[src/rtl/aha_tlx_training_ctrl.sv]
// aha_tlx_training_ctrl
// ---------------------------------------------------------------------------
// TLX link training controller, SIB clock domain. Software programs a
// pattern and a beat count over AHB-Lite, then writes START. The block takes
// the forward payload channel (TRAIN_ACTIVE), streams the training sequence
// on TRAIN_T*, and checks the looped-back reverse stream beat by beat. It
// reports PASS / FAIL / TMO, a mismatch count and an RX beat count, and it
// raises an optional level interrupt.
//
// Optional feature macro: AHA_TLX_TRAIN_PRBS_EN
//   defined   : beat data is a 40-bit Fibonacci LFSR (x^40+x^38+x^21+x^19+1)
//               seeded from PATTERN (0 is replaced by 1), one LFSR per side.
//   undefined : beat i carries PATTERN + i (mod 2^40).
//
// Ports
//   TLX_SIB_CLK, TLX_SIB_RESETn : clock, synchronous active-low reset
//   TLX_H*                      : AHB-Lite slave, zero wait states, OKAY only
//   TRAIN_ACTIVE                : high while the FSM is ACTIVE
//   TRAIN_TVALID/TREADY/TDATA   : training TX stream, 40-bit beats
//   TRAIN_RX_TVALID/TREADY/TDATA: reverse stream, bits [39:0] are checked
//   TRAIN_IRQ                   : level interrupt, cleared by a STATUS write
//
// Register map (word offsets): 0x00 CTRL {IRQ_EN[8], ABORT[1], START[0]},
// 0x04 PATLO, 0x08 PATHI, 0x0C LENGTH, 0x10 TIMEOUT, 0x14 STATUS
// {BUSY[7], TMO[6], FAIL[5], PASS[4], state[1:0]}, 0x18 ERRCNT, 0x1C RXCNT.
//
// Handshake: a beat transfers on a rising clock edge where VALID and READY
// are both high; a source holds DATA stable while VALID is high and READY is
// low, and never withdraws VALID before the transfer.
// ---------------------------------------------------------------------------
module aha_tlx_training_ctrl #(
    parameter int LEN_W = 16
) (
    input  logic        TLX_SIB_CLK,
    input  logic        TLX_SIB_RESETn,
    input  logic        TLX_HSELx,
    input  logic        TLX_HREADY,
    input  logic        TLX_HWRITE,
    input  logic [1:0]  TLX_HTRANS,
    input  logic [2:0]  TLX_HSIZE,
    input  logic [31:0] TLX_HADDR,
    input  logic [31:0] TLX_HWDATA,
    output logic [31:0] TLX_HRDATA,
    output logic        TLX_HREADYOUT,
    output logic        TLX_HRESP,
    output logic        TRAIN_ACTIVE,
    output logic        TRAIN_TVALID,
    input  logic        TRAIN_TREADY,
    output logic [39:0] TRAIN_TDATA,
    input  logic        TRAIN_RX_TVALID,
    output logic        TRAIN_RX_TREADY,
    input  logic [79:0] TRAIN_RX_TDATA,
    output logic        TRAIN_IRQ
);

    typedef enum logic [1:0] {
        ST_IDLE   = 2'd0,
        ST_ACTIVE = 2'd1,
        ST_DONE   = 2'd2
    } state_t;

    state_t             state, state_next;

    logic               dp_valid, dp_write;
    logic [2:0]         dp_addr;
    logic               irq_en, irq_r;
    logic [39:0]        pattern;
    logic [LEN_W-1:0]   length, timeout, errcnt, tx_idx, rx_idx, tmo_cnt;
    logic               pass_r, fail_r, tmo_r;

    logic               addr_phase, wr_en, start_req, abort_req, cfg_wr;
    logic               is_active, start_go, tx_fire, rx_fire, rx_mismatch;
    logic               all_done, tmo_hit, finish_ok;
    logic [LEN_W-1:0]   tx_idx_n, rx_idx_n, errcnt_n;
    logic [39:0]        tx_beat, rx_beat;
    logic [31:0]        rdata;

    // Bits of the bus and reverse stream that carry nothing for this block.
    logic unused_ok;
    assign unused_ok = ^{TLX_HSIZE, TLX_HADDR[31:5], TLX_HADDR[1:0], TRAIN_RX_TDATA[79:40]};

    // ---------------- AHB-Lite decode ----------------
    assign addr_phase = TLX_HSELx & TLX_HREADY & TLX_HTRANS[1];
    assign wr_en      = dp_valid & dp_write;
    assign start_req  = wr_en && (dp_addr == 3'd0) && TLX_HWDATA[0];
    assign abort_req  = wr_en && (dp_addr == 3'd0) && TLX_HWDATA[1];
    // Sequence configuration is frozen while a run is in progress.
    assign cfg_wr     = wr_en && (state != ST_ACTIVE);

    // ---------------- datapath ----------------
    assign is_active   = (state == ST_ACTIVE);
    assign start_go    = (state == ST_IDLE) && start_req;
    assign TRAIN_TVALID = is_active && (tx_idx < length);
    assign tx_fire     = TRAIN_TVALID && TRAIN_TREADY;
    // RX is always ready; beats outside a run or past LENGTH are dropped.
    assign rx_fire     = is_active && TRAIN_RX_TVALID && (rx_idx < length);
    assign rx_mismatch = rx_fire && (TRAIN_RX_TDATA[39:0] != rx_beat);
    assign errcnt_n    = (rx_mismatch && (errcnt != '1)) ? errcnt + LEN_W'(1) : errcnt;
    assign tx_idx_n    = tx_fire ? tx_idx + LEN_W'(1) : tx_idx;
    assign rx_idx_n    = rx_fire ? rx_idx + LEN_W'(1) : rx_idx;
    // Completion looks at this cycle's transfers so a final beat landing in
    // the timeout cycle is credited as completion, not timeout.
    assign all_done    = (tx_idx_n == length) && (rx_idx_n == length);
    // tmo_cnt counts idle ACTIVE cycles already spent; TIMEOUT cycles without
    // an accepted beat are allowed, then DONE follows.
    assign tmo_hit     = (timeout != '0) && !rx_fire && ((tmo_cnt + LEN_W'(1)) == timeout);
    assign finish_ok   = is_active && !abort_req && (all_done || tmo_hit);

`ifdef AHA_TLX_TRAIN_PRBS_EN
    function automatic logic [39:0] lfsr_step(input logic [39:0] s);
        return {s[38:0], s[39] ^ s[37] ^ s[20] ^ s[18]};
    endfunction

    logic [39:0] tx_lfsr, rx_lfsr, lfsr_seed;
    assign lfsr_seed = (pattern == 40'd0) ? 40'd1 : pattern;

    always_ff @(posedge TLX_SIB_CLK) begin
        if (!TLX_SIB_RESETn) begin
            tx_lfsr <= '0;
            rx_lfsr <= '0;
        end else if (start_go) begin
            tx_lfsr <= lfsr_seed;
            rx_lfsr <= lfsr_seed;
        end else begin
            if (tx_fire) tx_lfsr <= lfsr_step(tx_lfsr);
            if (rx_fire) rx_lfsr <= lfsr_step(rx_lfsr);
        end
    end

    assign tx_beat = tx_lfsr;
    assign rx_beat = rx_lfsr;
`else
    assign tx_beat = pattern + 40'(tx_idx);
    assign rx_beat = pattern + 40'(rx_idx);
`endif

    // ---------------- FSM ----------------
    always_ff @(posedge TLX_SIB_CLK) begin
        if (!TLX_SIB_RESETn) state <= ST_IDLE;
        else                 state <= state_next;
    end

    always_comb begin
        state_next = state;
        case (state)
            ST_IDLE:   if (start_req) state_next = ST_ACTIVE;
            ST_ACTIVE: begin
                if (abort_req)                state_next = ST_IDLE;
                else if (all_done || tmo_hit) state_next = ST_DONE;
            end
            ST_DONE:   state_next = ST_IDLE;
            default:   state_next = ST_IDLE;
        endcase
    end

    // ---------------- registers ----------------
    always_ff @(posedge TLX_SIB_CLK) begin
        if (!TLX_SIB_RESETn) begin
            dp_valid <= 1'b0;
            dp_write <= 1'b0;
            dp_addr  <= '0;
            irq_en   <= 1'b0;
            irq_r    <= 1'b0;
            pattern  <= '0;
            length   <= '0;
            timeout  <= '0;
            errcnt   <= '0;
            tx_idx   <= '0;
            rx_idx   <= '0;
            tmo_cnt  <= '0;
            pass_r   <= 1'b0;
            fail_r   <= 1'b0;
            tmo_r    <= 1'b0;
        end else begin
            dp_valid <= addr_phase;
            if (addr_phase) begin
                dp_write <= TLX_HWRITE;
                dp_addr  <= TLX_HADDR[4:2];
            end

            if (wr_en && (dp_addr == 3'd0)) irq_en <= TLX_HWDATA[8];
            if (cfg_wr) begin
                case (dp_addr)
                    3'd1:    pattern[31:0]  <= TLX_HWDATA;
                    3'd2:    pattern[39:32] <= TLX_HWDATA[7:0];
                    3'd3:    length         <= TLX_HWDATA[LEN_W-1:0];
                    3'd4:    timeout        <= TLX_HWDATA[LEN_W-1:0];
                    default: ;
                endcase
            end

            if (start_go) begin
                pass_r  <= 1'b0;
                fail_r  <= 1'b0;
                tmo_r   <= 1'b0;
                errcnt  <= '0;
                tx_idx  <= '0;
                rx_idx  <= '0;
                tmo_cnt <= '0;
            end else if (is_active) begin
                tx_idx  <= tx_idx_n;
                rx_idx  <= rx_idx_n;
                errcnt  <= errcnt_n;
                tmo_cnt <= rx_fire ? '0 : tmo_cnt + LEN_W'(1);
                if (abort_req) begin
                    fail_r <= 1'b1;
                end else if (all_done) begin
                    pass_r <= (errcnt_n == '0);
                    fail_r <= (errcnt_n != '0);
                end else if (tmo_hit) begin
                    fail_r <= 1'b1;
                    tmo_r  <= 1'b1;
                end
            end

            // A new completion outranks a simultaneous clear.
            if (finish_ok && irq_en)                irq_r <= 1'b1;
            else if (wr_en && (dp_addr == 3'd5))    irq_r <= 1'b0;
        end
    end

    // ---------------- read mux and outputs ----------------
    always_comb begin
        rdata = '0;
        case (dp_addr)
            3'd0: rdata[8]   = irq_en;
            3'd1: rdata      = pattern[31:0];
            3'd2: rdata[7:0] = pattern[39:32];
            3'd3: rdata      = 32'(length);
            3'd4: rdata      = 32'(timeout);
            3'd5: rdata[7:0] = {is_active, tmo_r, fail_r, pass_r, 2'b00, state};
            3'd6: rdata      = 32'(errcnt);
            3'd7: rdata      = 32'(rx_idx);
            default: rdata   = '0;
        endcase
    end

    assign TLX_HRDATA      = rdata;
    assign TLX_HREADYOUT   = 1'b1;
    assign TLX_HRESP       = 1'b0;
    assign TRAIN_ACTIVE    = is_active;
    assign TRAIN_TDATA     = tx_beat;
    assign TRAIN_RX_TREADY = 1'b1;
    assign TRAIN_IRQ       = irq_r;

endmodule

[config.mk]
export PLATFORM = sky130hd
export DESIGN_NAME = aha_tlx_training_ctrl
export DESIGN_NICKNAME = d
export VERILOG_FILES = /design/src/rtl/aha_tlx_training_ctrl.sv
export SDC_FILE = /design/constraint.sdc
export NUM_CORES = 1
export LEC_CHECK = 0
export CAP_MARGIN = 25
export CORE_AREA = 2 2 145 183
export DETAILED_ROUTE_END_ITERATION = 8
export DIE_AREA = 0 0 147 185
export HOLD_SLACK_MARGIN = 0.08
export PLACE_DENSITY = 0.76
export SLEW_MARGIN = 20
export SYNTH_ARGS = -nofsm -noshare
export SYNTH_HDL_FRONTEND = slang
export SYNTH_SLANG_ARGS = --single-unit
[constraint.sdc]
create_clock -name TLX_SIB_CLK -period 5.22 [get_ports TLX_SIB_CLK]
set_input_delay 1.044 -clock TLX_SIB_CLK [delete_from_list [all_inputs] [get_ports TLX_SIB_CLK]]
set_output_delay 1.044 -clock TLX_SIB_CLK [all_outputs]
set_load 0.03 [all_outputs]
==> results.md, run 1 <==
- RSZ-0062 raised after global routing: no
- CTS tree: yes
- Site Rows: 66
- Post-synthesis sequential element count: around 150
- PD cells: 163 nW/um^2
- Synth Warn #: 0
- Type of the worst min-delay path: reg -> reg
- Sink Count: 148
- Element type at the critical path start: register
- DIE WIDTH: 147 um
- Clock-pin slew on the worst setup and hold paths: 0.06 ns
- Initial core utilization: between 40% and 50%
- Least-Margin Pin Slew: about 1.1 ns
- Buffer depth of the longest clock path: 2
- Remaining DRCs: 0
- Later-pin clock latency in the skew report: approximately 0.44 ns
- Largest net degree at the start of global routing: 42
- Leakage: 5.98 nW
- Critical path type: reg -> out
- Tot GR Track Use: 34.5%
- Post-synth design cell area: 12600 um^2
- Gr ovfl total: 0
- Vias in the first global route: 12800
- DRT iter0 DRCs: 1175
- Post-route cell area: around 15000 um^2
- Distinct cell type count after synthesis: 92
- Final min period: roughly 5.0 ns
- Slew Limit Headroom: 28.3%
- Max cap viols: 0
- Dpl hpwl: 37700 um
- Gpl congestion: 1.04
- Synth async-reset ratio: 0%
- Ports: 234
- Status: complete, no violations
- Post-synth EDFFs: 0
- Area Overhead vs Synth: 22.0%
- Post-Route WL: 47700 um
- Setup TNS: 0 ns
- IO buf count: 157
- Routed WL per cell: 21.8 um
- CP arrival: 3.97 ns
- Cts hold-fix bufs: 0
- CP Max Fanout: 9
- Core area: between 20000 and 30000 um^2
- Sequential area share after synthesis: a little under a quarter
- DR vias: ~13000
- Post-synth top flop: dfxtp_1
- CTS Buf Count: 17
- DR vias/cell: 6.14
- Initial antenna violation count: 0
- Clk_skew: 0.0166 ns
- CP endpoint kind: output pin
- Drt pass-1 iters: 5
- Critical path required time: between 4 and 5 ns
- Antenna-violating nets left: 0
- Die height: about 190 um
- # nets final: around 2000
- Period utilization: 96.1%
- VDD IR max: between 0.15 and 0.2 mV
- DIE AREA: 27200 um^2
- Fin. Hold Viols: 0
- F_max: 199 MHz
- Fin. max-slew vios: 0
- N_diodes: 0
- Synth Instances: 1689
- CTS root buffer: clkbuf_16
- Setup-failing EPs final: 0
- H-tree depth: 4
- Average cell area after synthesis: 7.46 um^2
- First-pass GRT wire length: 72600 um
- Placement Cell Area: between 10000 and 15000 um^2
- Layout cell share with drive strength beyond 1: 10.6%
## logic make-up (layout without fill, tap and decap cells)
kind of cell | after synthesis | in the layout | share of synthesized area, %
other cells | 2 | 3 | 0.0596
fa+ha+maj | 68 | 68 | 6.88
xor+xnor | 175 | 175 | 12.3
simple gates | 715 | 715 | 27.3
mux | 50 | 50 | 4.76
flops | 148 | 148 | 23.5
buf+inv | 163 | 323 | 5.17
compound gates | 368 | 368 | 20.0
## metrics by stage
stage	utilization [%]	total power, mW	setup slack (ns)	std cells	hold slack, ns
after floorplan	-	1.24	0.674	1690	0.432
final	60.0	2.50	0.205	2190	0.476
after global placement	57.4	1.34	0.219	2154	0.447
after global routing	60.0	2.56	0.00971	2190	0.521
after detailed placement	57.5	1.34	0.188	2156	0.454
after CTS	59.8	2.51	0.0640	2188	0.470
## registers in the layout, indices dropped and copies added, names as in the netlist
name,flops
tx_idx,16
rx_idx,16
TRAIN_IRQ,1
length,16
state,2
irq_en,1
dp_valid,1
dp_addr,3
timeout,16
pattern,40
tmo_cnt,16
fail_r,1
errcnt,16
dp_write,1
tmo_r,1
pass_r,1
## cell type report
class / instances / area (um^2)
fill: 2383 / 10200
multi-input combinational: 1379 / 9050
inverter: 53 / 199
timing repair buffer: 238 / 2160
tap: 340 / 425
sequential: 148 / 2970
clock buffer: 21 / 470
clock inverter: 11 / 88.8
## metal layers
layer  vias up  global-route usage, %  routed length (um)
li1       6313                      -                   -
met1      6237                   39.2               17700
met2       685                   58.8               22500
met3       211                   5.81                3710
met4         0                   25.0                3880
met5         -                      0                   0
## final timing paths
kind / startpoint / end / slack [ns] / depth (start not counted)
setup / recovery: pattern[0]$_SDFFE_PN0P_ / TRAIN_TDATA[34] / 0.21 / 16
hold / removal: tmo_r$_SDFFE_PP0P_ / tmo_r$_SDFFE_PP0P_ / 0.48 / 2
setup reg to reg: rx_idx[9]$_SDFFE_PP0P_ / fail_r$_SDFFE_PP0P_ / 0.40 / 15
hold reg to reg: tmo_r$_SDFFE_PP0P_ / tmo_r$_SDFFE_PP0P_ / 0.48 / 2
## report_power, final
group          total [mW]  switching, mW  internal, mW
combinational       0.190         0.0993        0.0902
clock                1.18          0.523         0.654
sequential           1.13        0.00199          1.13
total                2.50          0.625          1.87
## worst max-delay path: stages (launching register included)
cell	delay (ns)
dfxtp_1	0.43
ha_1	0.20
inv_1	0.05
fa_1	0.41
nor2b_1	0.12
o21ai_0	0.11
a21boi_1	0.20
o21ai_0	0.13
a21boi_1	0.19
o21ai_0	0.14
a21o_1	0.22
a31o_2	0.23
o2111ai_2	0.25
a21oi_4	0.16
nor4b_2	0.31
xor2_1	0.18
buf_4	0.18
## layout by cell type, fill, tap and decap left out, types with 8 or more instances in the layout
| master | synthesis | layout |
|---|---|---|
| a31oi_1 | 13 | 13 |
| a211oi_1 | 18 | 18 |
| ha_1 | 66 | 66 |
| nor3_1 | 30 | 30 |
| xnor2_1 | 104 | 104 |
| dfxtp_1 | 148 | 146 |
| mux2i_1 | 31 | 31 |
| clkbuf_16 | 0 | 17 |
| nand3b_1 | 8 | 8 |
| inv_1 | 51 | 51 |
| nand3_1 | 60 | 60 |
| nand4_1 | 37 | 37 |
| a21o_1 | 14 | 14 |
| a221oi_1 | 13 | 13 |
| o211ai_1 | 12 | 12 |
| a21oi_1 | 137 | 136 |
| xor2_1 | 70 | 70 |
| nand2b_1 | 16 | 16 |
| nor2b_1 | 11 | 11 |
| buf_4 | 4 | 97 |
| mux2_2 | 11 | 11 |
| and3_1 | 45 | 45 |
| o21ai_0 | 56 | 55 |
| nor2_1 | 167 | 167 |
| nand2_1 | 250 | 248 |
| clkdlybuf4s50_1 | 0 | 135 |
| or3_1 | 16 | 16 |
| nor4_1 | 17 | 15 |
| and2_1 | 14 | 14 |
| and4_1 | 8 | 8 |
## synthesized netlist by cell type (all sizes together), types with 32 or more instances
library cell  number  area [um^2]
nand2            250          938
nor2             168          633
dfxtp            148         2960
a21oi            139          711
xnor2            104          911
clkbuf            76          285
xor2              70          613
ha                66          826
nand3             60          300
o21ai             60          300
inv               52          195
and3              45          282
nand4             38          253
buf               34          166
nor3              32          176
## timing repair
item	in CTS	in global routing
setup endpoints to repair	20	18
pin swaps	0	1
gates resized for setup	8	10
setup buffers	0	2
(Power assumes the default switching activity.)
==> run 2: changes to the inputs <==
DONT_BUFFER_PORTS = 1   (was default)
PLACE_DENSITY = default   (was 0.76)
clock period = 4.96 ns   (was 5.22 ns; I/O delays follow)
==> results.md, run 2 (synthesis gave the netlist of run 1 again) <==
- Least-Margin Pin Slew: 0.911 ns (was 1.07 ns)
- # nets final: 1967 (was 2061)
- Buffer depth of the longest clock path: 2 (unchanged)
- Fin. Hold Viols: 0 (unchanged)
- FILL cells: 2510 (was 2383)
- GR peak layer: met2 (unchanged)
- Gpl congestion: 1.01 (was 1.04)
- N_diodes: 0 (unchanged)
- CP endpoint kind: output pin (unchanged)
- RSZ-0062 raised after global routing: no (unchanged)
- Period utilization: between 90 and 100%
- CTS tree: yes (unchanged)
- Tot GR Track Use: 35.6% (was 34.5%)
- DIE AREA: 27200 um^2 (unchanged)
- First-pass GRT wire length: 73800 um (was 72600 um)
- Clk_skew: 0.0131 ns (was 0.0166 ns)
- Routed WL per cell: 23.4 um (was 21.8 um)
- Commonest non-fill, non-tap cells in the layout: 248 x nand2_1, 167 x nor2_1, 147 x dfxtp_1, 141 x buf_4, 135 x a21oi_1 (was 248 x nand2_1, 167 x nor2_1, 146 x dfxtp_1, 136 x a21oi_1, 135 x clkdlybuf4s50_1)
- Ports: 234 (unchanged)
- DR vias: 13000 (was 13400)
- Clock-pin slew on the worst setup and hold paths: 0.07 ns (was 0.06 ns)
- Initial core utilization: 49.2% (unchanged)
- IO buf count: 0 (was 157)
- Die height: 185 um (unchanged)
- Initial antenna violation count: 0 (unchanged)
- Post-Route WL: 48900 um (was 47700 um)
- F_max: 209 MHz
- GRT met2 Usage: 59.1% (was 58.8%)
- Critical path type: reg -> out (unchanged)
- Fin. max-slew vios: 0 (unchanged)
- Cts hold-fix bufs: 0 (unchanged)
- DIE WIDTH: 147 um (unchanged)
- CP Max Fanout: 12 (was 9)
- PD cells: 187 nW/um^2 (was 163 nW/um^2)
- Max cap viols: 0 (unchanged)
- CP arrival: 3.78 ns (was 3.97 ns)
- Setup TNS: 0 ns (unchanged)
- VDD IR max: 0.232 mV (was 0.197 mV)
- Antenna-violating nets left: 0 (unchanged)
- Gr ovfl total: 0 (unchanged)
- Design Power: 2.70 mW (was 2.50 mW)
- Final min period: 4.77 ns
- Max reg flops: 40 (unchanged)
- Remaining DRCs: 0 (unchanged)
- H-tree depth: 4 (unchanged)
- R2r worst-path depth: 14 (was 15)
- Layout cell share with drive strength beyond 1: 13.9% (was 10.6%)
- Setup-failing EPs final: 0 (unchanged)
- Slew Limit Headroom: 38.7% (was 28.3%)
- Drt pass-1 iters: 6 (was 5)
- Worst R2R Setup Slack: 0.26 ns (was 0.40 ns)
- Critical path required time: 3.97 ns (was 4.18 ns)
- Largest net degree at the start of global routing: 44 (was 42)
- Commonest non-fill, non-tap cell in the layout: nand2_1 (unchanged)
- Status: complete, no violations (unchanged)
- Core area: 25600 um^2 (unchanged)
- Site Rows: 66 (unchanged)
- R2r startpoint: rx_idx[8]$_SDFFE_PP0P_ (was rx_idx[9]$_SDFFE_PP0P_)
- Element type at the critical path start: register (unchanged)
- Later-pin clock latency in the skew report: 0.44 ns (about the same)
- Type of the worst min-delay path: reg -> reg (unchanged)
- Cells on Worst Hold Path: 2 (unchanged)
- Worst Hold Path EP: tmo_cnt[4]$_SDFFE_PP0P_ (was tmo_r$_SDFFE_PP0P_)
- Sink Count: 148 (unchanged)
- Area Overhead vs Synth: 14.3% (was 22.0%)
- Vias in the first global route: 12300 (was 12800)
- Leakage: 5.70 nW (was 5.98 nW)
- Dpl hpwl: 38200 um (was 37700 um)
- Min-delay src: tmo_cnt[4]$_SDFFE_PP0P_ (was tmo_r$_SDFFE_PP0P_)
- DR vias/cell: 6.22 (was 6.14)
- DRT iter0 DRCs: 1124 (was 1175)
- Met1 usage: 43.7% (was 39.2%)
- CTS Buf Count: 17 (unchanged)
- Reg2reg end: pass_r$_SDFFE_PP0P_ (was fail_r$_SDFFE_PP0P_)
- Top reg by flops: pattern (unchanged)
- M3 GR Usage: 5.39% (was 5.81%)
- CTS root buffer: clkbuf_16 (unchanged)
[run 2: changes by cell type in the layout (fill, tap and decap cells not counted), sizes merged]
cell | previous run | this run
clkbuf | 21 | 18
bufinv | 0 | 2
clkdlybuf4s50 | 135 | 0
clkinv | 3 | 5
dlymetal6s2s | 3 | 0
buf | 100 | 144
clkinvlp | 3 | 1
inv | 58 | 59
[run 2: critical path, cell delays in order (launching register included)]
cell and delay [ns]:
dfxtp_4 0.38, ha_1 0.17, inv_1 0.05, fa_1 0.40
nor2b_1 0.13, o21ai_1 0.08, a21boi_1 0.18, o21ai_1 0.11
a21boi_1 0.18, o21ai_1 0.10, a21o_1 0.20, a31o_2 0.24
o2111ai_2 0.21, a21oi_2 0.10, buf_12 0.15, nor4b_2 0.27
xor2_1 0.18, buf_4 0.19
[run 2: power by group]
group          total, mW  switching, mW  internal, mW
Clock               1.39          0.611         0.780
Combinational      0.113         0.0740        0.0393
Sequential          1.19        0.00306          1.19
[run 2: final cells by class]
class                           instances  area (um^2)  area share (%)
Inverter                               53          199            1.38
Clock buffer                           18          439            3.05
Tap cell                              340          425            2.96
Sequential cell                       148         2970            20.6
Timing Repair Buffer                  144         1110            7.74
Multi-Input combinational cell       1379         9060            63.0
Clock inverter                         14          184            1.28
[run 2: layer usage]
metal / share of wire, % / vias to the layer above
li1: - / 6132
met1: 40 / 6122
met2: 46 / 610
met3: 7.0 / 172
met4: 6.9 / 0
met5: 0 / -
[run 2: metrics by stage]
step / worst slack (ns) / hold slack, ns / utilization [%] / cells / instance area [um^2]
floorplan: 0.466 / 0.432 / - / 1690 / 12600
global placement: 0.325 / 0.447 / 53.4 / 2062 / 13700
detailed placement: 0.260 / 0.459 / 53.4 / 2063 / 13700
CTS: 0.0462 / 0.486 / 56.0 / 2095 / 14300
global route: 0.00455 / 0.502 / 56.2 / 2096 / 14400
finish: 0.187 / 0.498 / 56.2 / 2096 / 14400
[run 2: worst max-delay path by stage]
stage,startpoint,to,slack (ns)
3_5_place_dp,pattern[0]$_SDFFE_PN0P_,TRAIN_TDATA[34],0.26
4_1_cts,pattern[0]$_SDFFE_PN0P_,TRAIN_TDATA[34],0.05
3_3_place_gp,pattern[0]$_SDFFE_PN0P_,TRAIN_TDATA[34],0.33
5_1_grt,pattern[0]$_SDFFE_PN0P_,TRAIN_TDATA[34],0.005
6_report,pattern[0]$_SDFFE_PN0P_,TRAIN_TDATA[34],0.19
2_1_floorplan,tx_idx[0]$_SDFFE_PP0P_,TRAIN_TDATA[28],0.47
[run 2: repair_timing]
item,4_1_cts,5_1_grt
gates resized for setup,10,12
setup endpoints to repair,8,16
buffers inserted,0,0
gates cloned,0,0
pin swaps,2,6
==> run 3: changes to the inputs <==
CAP_MARGIN = 20   (was 25)
CTS_CLUSTER_DIAMETER = 80   (was default)
PLACE_DENSITY = 0.67   (was default)
clock period = 4.05 ns   (was 4.96 ns; I/O delays follow)
==> results.md, run 3 (synthesis gave the netlist of run 1 again) <==
- Status: finished, violations left (was complete, no violations)
- Failing checks: negative setup slack
- Buffer depth of the longest clock path: 2 (unchanged)
- Cells after DPL: 2202 (was 2063)
- F_max: 219 MHz
- Leakage: 6.89 nW (was 5.70 nW)
- Post-Route WL: 53000 um (was 48900 um)
- Cts hold-fix bufs: 0 (unchanged)
- Stages on the worst setup path: 17 (unchanged)
- Die height: 185 um (unchanged)
- Layout cell share with drive strength beyond 1: 28.5% (was 13.9%)
- # nets final: 2159 (was 1967)
- Tot GR Track Use: 37.3% (was 35.6%)
- Final min period: 4.56 ns
- Initial antenna violation count: 0 (unchanged)
- Design Power: 3.14 mW (was 2.70 mW)
- VDD IR max: 0.211 mV (was 0.232 mV)
- PD cells: 187 nW/um^2 (about the same)
- CTS root buffer: clkbuf_16 (unchanged)
- DR vias/cell: 6.20 (was 6.22)
- Routed WL per cell: 23.2 um (was 23.4 um)
- DIE WIDTH: 147 um (unchanged)
- Fin. Hold Viols: 0 (unchanged)
- Dpl hpwl: 40000 um (was 38200 um)
- Final setup margin: -0.512 ns (was 0.187 ns)
- Commonest non-fill, non-tap cells in the layout: 299 x buf_4, 249 x nand2_1, 156 x nor2_1, 132 x dfxtp_1, 130 x a21oi_1 (was 248 x nand2_1, 167 x nor2_1, 147 x dfxtp_1, 141 x buf_4, 135 x a21oi_1)
- DR vias: 14200 (was 13000)
- Commonest non-fill, non-tap cell in the layout: buf_4 (was nand2_1)
- Max cap viols: 0 (unchanged)
- Top reg by flops: pattern (unchanged)
- Critical path required time: 3.24 ns (was 3.97 ns)
- IO buf count: 0 (unchanged)
- Fin. max-slew vios: 0 (unchanged)
- H-tree depth: 4 (unchanged)
- Critical path type: reg -> out (unchanged)
- Element type at the critical path start: register (unchanged)
- Worst path top cell family by delay: compound AO/OA/AOI/OAI gates (unchanged)
- CTS Buf Count: 17 (unchanged)
- Vias in the first global route: 13500 (was 12300)
- CP endpoint kind: output pin (unchanged)
- Later-pin clock latency in the skew report: 0.44 ns (about the same)
- Remaining DRCs: 0 (unchanged)
- Antenna-violating nets left: 0 (unchanged)
- Cells on Worst Hold Path: 2 (unchanged)
- Clk_skew: 0.0101 ns (was 0.0131 ns)
- DRT iter0 DRCs: 1254 (was 1124)
- N_diodes: 0 (unchanged)
- Core area: 25600 um^2 (unchanged)
- Type of the worst min-delay path: reg -> reg (unchanged)
- CP arrival: 3.75 ns (was 3.78 ns)
- Initial core utilization: 49.2% (unchanged)
- DIE AREA: 27200 um^2 (unchanged)
- Critical path, cell by cell: ha_4 -> inv_2 -> fa_2 -> nor2b_2 -> o21ai_2 -> a21boi_2 -> o21ai_2 -> a21boi_2 -> o21ai_2 -> a21o_1 -> a31o_4 -> o2111ai_4 -> a21oi_2 -> buf_6 -> buf_6 -> nor3_4 -> xor2_4 (was ha_1 -> inv_1 -> fa_1 -> nor2b_1 -> o21ai_1 -> a21boi_1 -> o21ai_1 -> a21boi_1 -> o21ai_1 -> a21o_1 -> a31o_2 -> o2111ai_2 -> a21oi_2 -> buf_12 -> nor4b_2 -> xor2_1 -> buf_4)
- Crit path max-delay cell type: dfxtp_4 (was fa_1)
- Clock-pin slew on the worst setup and hold paths: 0.07 ns (about the same)
- CP Max Fanout: 6 (was 12)
- Slew Limit Headroom: 34.8% (was 38.7%)
- Fin cells: 2288 (was 2096)
- Crit path buf inv count: 3 (unchanged)
- Largest net degree at the start of global routing: 45 (was 44)
- CTS tree: yes (unchanged)
- Sink Count: 148 (unchanged)
- Period utilization: 113%
- Max reg flops: 40 (unchanged)
- First-pass GRT wire length: 77600 um (was 73800 um)
- Ports: 234 (unchanged)
- Site Rows: 66 (unchanged)
- Gpl congestion: 0.981 (was 1.01)
- R2r worst-path depth: 15 (was 14)
- Most used cell along the critical path: o21ai_2 (was o21ai_1)
- Gr ovfl total: 0 (unchanged)
- Least-Margin Pin Slew: 0.975 ns (was 0.911 ns)
- Worst path max stage delay: 0.37 ns (was 0.40 ns)
- Area Overhead vs Synth: 33.2% (was 14.3%)
- Setup-failing EPs final: 27 (was 0)
- RSZ-0062 raised after global routing: yes (was no)
- Drt pass-1 iters: 7 (was 6)
==> run 3: layer usage <==
metal / track usage (%) / routed length (um)
met4: 23.0 / 3720
met3: 5.99 / 4600
met5: 0 / 0
met1: 44.0 / 19800
met2: 63.6 / 24900
==> run 3: timing repair <==
item / in CTS / in global routing
resized for setup: 112 / 91
cloned: 1 / 0
endpoints found under the setup margin: 37 / 44
buffers inserted: 44 / 13
pin swaps: 59 / 54
==> run 3: worst min-delay path, delay by kind of cell (launching register included) <==
kind / cells / cell delay (ns)
DFF: 1 / 0.32
AOI/OAI and AO/OA: 1 / 0.05
and+or+nand+nor: 1 / 0.06
==> run 3: cell type report <==
| cell class | count | area, um^2 |
|---|---|---|
| clock buffers | 17 | 425 |
| clock inverters | 15 | 138 |
| fillers | 2181 | 8830 |
| inverters | 53 | 206 |
| multi-input cells | 1380 | 9900 |
| flip-flops and latches | 148 | 2990 |
| well taps | 340 | 425 |
| repair buffers | 335 | 2690 |
==> run 3: path summary, 6_finish.rpt <==
| kind | from | to | slack, ns |
|---|---|---|---|
| min | pattern[27]$_SDFFE_PN0P_ | pattern[27]$_SDFFE_PN0P_ | 0.47 |
| min reg2reg | pattern[27]$_SDFFE_PN0P_ | pattern[27]$_SDFFE_PN0P_ | 0.47 |
| max | pattern[0]$_SDFFE_PN0P_ | TRAIN_TDATA[36] | -0.51 |
| max reg2reg | length[13]$_SDFFE_PN0P_ | fail_r$_SDFFE_PP0P_ | 0.02 |
==> run 3: power by group <==
part           leakage (nW)  internal [mW]  total (mW)  switching (mW)
logic                  5.41         0.0499       0.141          0.0912
clock network         0.278          0.810        1.54           0.730
registers              1.20           1.46        1.46         0.00382
==> run 3: stage by stage <==
stage / util [%] / setup slack [ns] / TNS (ns) / instance area (um^2) / hold WS, ns
2_1_floorplan: - / -0.0857 / -0.129 / 12700 / 0.432
3_3_place_gp: 58.2 / -0.264 / -3.20 / 14900 / 0.444
3_5_place_dp: 58.2 / -0.283 / -3.84 / 14900 / 0.465
4_1_cts: 63.5 / -0.342 / -4.88 / 16300 / 0.475
5_1_grt: 65.5 / -0.630 / -10.64 / 16800 / 0.483
6_report: 65.5 / -0.512 / -7.71 / 16800 / 0.473
